**config.mk**
```make
export PLATFORM = sky130hd
export DESIGN_NAME = ram_lsu_ctrl
export DESIGN_NICKNAME = d
export VERILOG_FILES = /design/src/rtl/ram_lsu_ctrl.sv
export SDC_FILE = /design/constraint.sdc
export NUM_CORES = 1
export LEC_CHECK = 0
export BUFFER_PORTS_ARGS = -buffer_cell sky130_fd_sc_hd__buf_2
export CAP_MARGIN = 20
export CELL_PAD_IN_SITES_DETAIL_PLACEMENT = 1
export CELL_PAD_IN_SITES_GLOBAL_PLACEMENT = 1
export CORE_ASPECT_RATIO = 1.25
export CORE_UTILIZATION = 35
export CTS_CLUSTER_SIZE = 30
export DETAILED_ROUTE_END_ITERATION = 8
export HOLD_SLACK_MARGIN = 0.05
export PLACE_DENSITY = 0.88
export SLEW_MARGIN = 5
export SYNTH_ARGS = -nofsm -noshare
export SYNTH_HDL_FRONTEND = slang
export SYNTH_SLANG_ARGS = --single-unit
```
**constraint.sdc**
```tcl
create_clock -name clk -period 5.2 [get_ports clk]
set_input_delay 0 -clock clk [delete_from_list [all_inputs] [get_ports clk]]
set_output_delay 0 -clock clk [all_outputs]
set_load 0.005 [all_outputs]
```
**src/rtl/ram_lsu_ctrl.sv**
```systemverilog
// RV32I load/store sequencer for a word-addressed RAM with 1-cycle registered read and byte lanes.
// Define LSU_MISALIGN_SPLIT_EN to split misaligned accesses into two word accesses instead of erroring.
module ram_lsu_ctrl #(
    parameter int unsigned MEM_WORDS = 295
) (
    input  logic        clk,
    input  logic        rst,
    input  logic        req_valid,
    output logic        req_ready,
    input  logic        req_we,
    input  logic [2:0]  req_funct3,
    input  logic [31:0] req_addr,
    input  logic [31:0] req_wdata,
    output logic        resp_valid,
    output logic [31:0] resp_rdata,
    output logic        resp_err,
    output logic [29:0] ram_r_addr,
    input  logic [31:0] ram_r_val,
    output logic        ram_w_enable,
    output logic [29:0] ram_w_addr,
    output logic [31:0] ram_w_val,
    output logic [3:0]  ram_byte_en
);

    // state  | meaning
    // IDLE   | req_ready high, waiting for a request
    // ISSUE0 | first word access on the RAM (nothing driven for errors)
    // ISSUE1 | second word of a split access
    // WAIT   | read data on ram_r_val, format the load result
    // RESP   | resp_valid pulse
    typedef enum logic [2:0] {S_IDLE, S_ISSUE0, S_ISSUE1, S_WAIT, S_RESP} state_t;

    state_t      state;
    logic        w_en_q;
    logic [3:0]  be_q;
    logic        q_we;
    logic [2:0]  q_funct3;
    logic [1:0]  q_off;
    logic        q_err;

    logic [1:0]  off;
    logic [29:0] w0;
    logic [3:0]  base_mask;
    logic [3:0]  be_lo;
    logic        legal;
    logic        misal;
    logic        err;

`ifdef LSU_MISALIGN_SPLIT_EN
    logic [29:0] w1;
    logic [7:0]  be_wide;
    logic        q_split;
    logic [29:0] q_w1;
    logic [3:0]  q_be_hi;
    logic [31:0] q_whi;
    logic [31:0] lo_word;
`endif

    function automatic logic [31:0] load_fmt(input logic [63:0] d, input logic [1:0] sh,
                                             input logic [2:0] f3);
        logic [31:0] s;
        s = 32'(d >> {sh, 3'b000});
        case (f3[1:0])
            2'd0:    load_fmt = {{24{s[7] & ~f3[2]}}, s[7:0]};
            2'd1:    load_fmt = {{16{s[15] & ~f3[2]}}, s[15:0]};
            default: load_fmt = s;
        endcase
    endfunction

    always_comb begin
        off = req_addr[1:0];
        w0  = req_addr[31:2];
        case (req_funct3[1:0])
            2'd0:    base_mask = 4'h1;
            2'd1:    base_mask = 4'h3;
            default: base_mask = 4'hF;
        endcase
        if (req_we)
            legal = (req_funct3 <= 3'd2);
        else
            legal = (req_funct3 != 3'd3) && (req_funct3 != 3'd6) && (req_funct3 != 3'd7);
        misal = ((req_funct3[1:0] == 2'd1) && (off == 2'd3)) ||
                ((req_funct3[1:0] == 2'd2) && (off != 2'd0));
`ifdef LSU_MISALIGN_SPLIT_EN
        w1      = w0 + 30'd1;
        be_wide = {4'b0000, base_mask} << off;
        be_lo   = be_wide[3:0];
        err     = !legal || (w0 >= 30'(MEM_WORDS)) || (misal && (w1 >= 30'(MEM_WORDS)));
`else
        be_lo   = base_mask << off;
        err     = !legal || (w0 >= 30'(MEM_WORDS)) || misal;
`endif
    end

    always_ff @(posedge clk) begin
        if (rst) begin
            state      <= S_IDLE;
            req_ready  <= 1'b1;
            resp_valid <= 1'b0;
            resp_err   <= 1'b0;
            resp_rdata <= '0;
            ram_r_addr <= '0;
            ram_w_addr <= '0;
            ram_w_val  <= '0;
            w_en_q     <= 1'b0;
            be_q       <= '0;
            q_we       <= 1'b0;
            q_funct3   <= '0;
            q_off      <= '0;
            q_err      <= 1'b0;
`ifdef LSU_MISALIGN_SPLIT_EN
            q_split    <= 1'b0;
            q_w1       <= '0;
            q_be_hi    <= '0;
            q_whi      <= '0;
            lo_word    <= '0;
`endif
        end else begin
            case (state)
                S_IDLE: begin
                    if (req_valid) begin
                        req_ready <= 1'b0;
                        q_we      <= req_we;
                        q_funct3  <= req_funct3;
                        q_off     <= off;
                        q_err     <= err;
`ifdef LSU_MISALIGN_SPLIT_EN
                        q_split   <= misal;
                        q_w1      <= w1;
                        q_be_hi   <= be_wide[7:4];
                        q_whi     <= req_wdata >> (6'd32 - {1'b0, off, 3'b000});
`endif
                        state     <= S_ISSUE0;
                        if (!err) begin
                            if (req_we) begin
                                w_en_q     <= 1'b1;
                                ram_w_addr <= w0;
                                ram_w_val  <= req_wdata << {off, 3'b000};
                                be_q       <= be_lo;
                            end else begin
                                ram_r_addr <= w0;
                            end
                        end
                    end
                end
                S_ISSUE0: begin
                    if (q_err) begin
                        resp_valid <= 1'b1;
                        resp_err   <= 1'b1;
                        state      <= S_RESP;
                    end
`ifdef LSU_MISALIGN_SPLIT_EN
                    else if (q_split) begin
                        state <= S_ISSUE1;
                        if (q_we) begin
                            ram_w_addr <= q_w1;
                            ram_w_val  <= q_whi;
                            be_q       <= q_be_hi;
                        end else begin
                            ram_r_addr <= q_w1;
                        end
                    end
`endif
                    else if (q_we) begin
                        w_en_q     <= 1'b0;
                        be_q       <= '0;
                        resp_valid <= 1'b1;
                        state      <= S_RESP;
                    end else begin
                        state <= S_WAIT;
                    end
                end
`ifdef LSU_MISALIGN_SPLIT_EN
                S_ISSUE1: begin
                    if (q_we) begin
                        w_en_q     <= 1'b0;
                        be_q       <= '0;
                        resp_valid <= 1'b1;
                        state      <= S_RESP;
                    end else begin
                        lo_word <= ram_r_val;
                        state   <= S_WAIT;
                    end
                end
`endif
                S_WAIT: begin
`ifdef LSU_MISALIGN_SPLIT_EN
                    resp_rdata <= load_fmt(q_split ? {ram_r_val, lo_word} : {32'd0, ram_r_val},
                                           q_off, q_funct3);
`else
                    resp_rdata <= load_fmt({32'd0, ram_r_val}, q_off, q_funct3);
`endif
                    resp_valid <= 1'b1;
                    state      <= S_RESP;
                end
                S_RESP: begin
                    resp_valid <= 1'b0;
                    resp_err   <= 1'b0;
                    resp_rdata <= '0;
                    req_ready  <= 1'b1;
                    state      <= S_IDLE;
                end
                default: state <= S_IDLE;
            endcase
        end
    end

    // The RAM writes on byte lanes alone, so gate them with reset combinationally.
    assign ram_w_enable = w_en_q & ~rst;
    assign ram_byte_en  = be_q & {4{ram_w_enable}};

endmodule

```
==> summary.log <==
qor: cts.numClockSinks 142
qor: timing.setup_ws_post_layout 2.31 ns
qor: floorplanning.die_footprint 17500 µm²
qor: worst_hold_path.holdPathStages 5
qor: floorplanning.top_level_ports 235
qor: power.p_clk_frac 0.466
qor: timing.fin_crit_sh 0.556
qor: layout.filler_cell_count 1966
qor: synth.synth_cell_type_count 43
qor: detailed_routing.detail_route.wl_per_cell 19.8 µm
qor: setup_path.path_class input pin to register
qor: power.p_sw 764 µW
qor: placement.pre_cts_ws 2.10 ns
qor: synth.postSynthNetCount 755
qor: floorplanning.die_x 118 µm
qor: setup_path.cp.arrival 3.17 ns
qor: synth.ys_warn_count 0
qor: detailed_routing.post-route-drc-count 0
qor: placement.port_buffers 234
qor: synth.synthesis.area_per_instance 9.10 µm²
qor: power.static_leak 3.60 nW
qor: synth.synth.ff_latch_count 142
qor: timing.timing.final.hold_violations 0
qor: detailed_routing.drt_first_iter_violations 342
qor: timing.max_freq 0.346 GHz
qor: timing.fin_setup_tns 0 ns
qor: timing.setup_violations 0
qor: detailed_routing.antenna_left 0
qor: power.power.combinational.fraction 0.110
qor: detailed_routing.route.vias.total 6145
qor: layout.number_of_antenna_diodes 0
qor: layout.post_route_cells_drive_above_1_share 0.331
qor: setup_path.crit_path_end_kind register
qor: cts.cts_tree done
qor: global_routing.grt_pass1_vias 6417
qor: cts.cts.root.buffer_cell clkbuf_16
qor: placement.final_weighted_congestion_of_routability_driven_global_placement 0.856
qor: cts.clk-insertion-delay-late 0.43 ns
qor: global_routing.grt_start_max_net_pins 73
qor: timing.fin_worst_skew 0.0114 ns
qor: cts.clkSlewWorstSetupHoldPaths 0.07 ns
qor: job.cap_violations 0
qor: floorplanning.design.core.area 16400 µm²
qor: synth.synth.yosys.seq_area_share 0.479
qor: setup_path.required 5.47 ns
qor: global_routing.grt_antenna_before_repair 0
qor: global_routing.grt-ovfl-total 0
qor: status.status finished clean
qor: power.seqPwrFrac 0.423
qor: floorplanning.floorplan.die.height 148 µm
qor: global_routing.grt_pass1_wl 34700 µm
qor: setup_path.critical_path_peak_fanout 36
qor: setup_path.reg2regPathDepth 5
qor: global_routing.gr-usage-all-layers 0.256
qor: floorplanning.fp-row-count 52
qor: worst_hold_path.hold_class input pin to register
qor: placement.dp_hpwl 14800 µm
qor: synth.syn-instance-count 652
qor: timing.slew_viol_final 0
qor: synth.synth-edff-count 0
qor: cts.post-cts-setup-buffers 0
qor: timing.worst_pin_slew 1.00 ns
qor: cts.tritoncts.num_buffers 17
qor: synth.synth-async-reset-ratio 0
qor: detailed_routing.drt_pass1_iterations 4
qor: detailed_routing.post_drt_via_cell_ratio 5.46
qor: layout.finish.net_count 1000
qor: timing.rsz0062_at_grt no
qor: power.powerDensity 321 nW/µm²
qor: floorplanning.initial_core_util 0.362
qor: synth.post_synth_instance_area 5930 µm²
qor: detailed_routing.routed_wirelength 22200 µm
qor: power.internal_power 1.88 mW
qor: power.ir_worst_vdd 0.194 mV
qor: cts.cts_buffer_depth 2
qor: layout.area_delta_synth_final 39.1%
qor: setup_path.start_kind input pin
qor: timing.maxSlewHeadroom 0.333
qor: timing.period_minus_slack 2.89 ns
qor: power.sw_frac_of_total 0.289
qor: synth.synth_ff_type dfxtp_1
qor: cts.h_tree_lvl_count 4
per-stage QoR:
step	cells	utilization	hold slack (ns)	cell area, µm²	power, mW
after floorplan	652	-	0.136	5930	1.29
after global placement	1052	0.441	0.256	7220	1.40
after detailed placement	1053	0.441	0.280	7230	1.40
after CTS	1125	0.503	0.0516	8240	2.65
after global routing	1126	0.503	0.0673	8250	2.74
final	1126	0.503	0.0676	8250	2.64
synthesized netlist by cell type, drive strengths merged, types with 9 or more instances:
library cell  count  area (µm²)
a211oi           12        90.1
a21oi            70         350
mux2             16         180
nand2            31         116
a22oi            33         248
or4               9        67.6
nand4b           10        87.6
nand2b           19         119
nand4             9        56.3
dfxtp           142        2840
o21ai            60         300
nand3             9        45.0
o2111ai           9        78.8
and2             48         300
mux2i            31         310
nor2             39         151
clkbuf           54         203
worst max-delay path, stage by stage:
cell	delay (ns)
dlygate4sd3_1	0.55
buf_2	0.14
a311oi_1	0.27
nor4bb_1	0.13
or4_1	1.00
nor3_1	0.85
o21ai_0	0.23
power groups by stage:
| stage | registers (mW) | clock network [mW] | logic [mW] |
|---|---|---|---|
| after floorplan | 1.13 | 0 | 0.159 |
| after global placement | 1.14 | 0 | 0.253 |
| after detailed placement | 1.14 | 0 | 0.259 |
| after CTS | 1.12 | 1.25 | 0.285 |
| after global routing | 1.12 | 1.31 | 0.317 |
| final | 1.12 | 1.23 | 0.292 |
worst paths after layout:
path	endpoint	startpoint	slack [ns]
worst min register to register	ram_w_addr[21]	ram_w_addr[21]	0.46
worst max register to register	ram_w_val[15]	state[0]	2.34
worst max-delay path	ram_r_addr[7]	req_addr[4]	2.31
worst min-delay path	resp_rdata[0]	ram_r_val[0]	0.07
metal layers:
metal  share of wire  GRT usage  wire length [µm]  up-vias
met4           0.036      0.129               802        0
met1            0.40      0.286              8900     2976
met3           0.059     0.0590              1310       54
met5               0          0                 0        -
li1                -          -                 -     2848
met2            0.50      0.454             11200      267
what timing repair did:
| action | in CTS | in global routing |
|---|---|---|
| gates resized for setup | 0 | 0 |
| hold endpoints to repair | 59 | 0 |
| hold buffers | 40 | 0 |
flip-flops by register name (all words and copies together), names as in the netlist:
register,cells
be_q,4
req_ready,1
resp_rdata,32
ram_w_val,32
ram_w_addr,30
resp_valid,1
q_off,2
resp_err,1
ram_r_addr,30
q_funct3,3
q_we,1
q_err,1
state,3
w_en_q,1
kinds of logic (layout without fill, tap and decap cells):
logic type      count (synthesis)  in the layout  synth area share
compound gates                203            203             0.207
buf+inv                        61            319            0.0403
flops                         142            142             0.479
mux                            48             48            0.0865
simple gates                  198            198             0.186
layout make-up:
type,count,area (µm²),share of cell area
clock buffer,17,425,0.0516
multi-input combinational,449,2860,0.347
timing repair buffer,285,1660,0.201
sequential,142,2840,0.345
tap,216,270,0.0328
inverter,2,7.51,0.000910
clock inverter,15,186,0.0226
cells in the final DEF, fill, tap and decap left out, types with 10 or more instances in the layout:
cell           count
dlygate4sd3_1     40
nand2_1           31
mux2_2            16
o21ai_0           60
and2_1            47
clkbuf_16         17
nand2b_1          19
dfxtp_1          142
mux2i_1           31
buf_4             12
a22oi_1           33
a21oi_1           69
buf_2            233
nor2_1            37
a211oi_1          12
nand4b_1          10
Note: power is estimated with default switching activity, not from simulation.
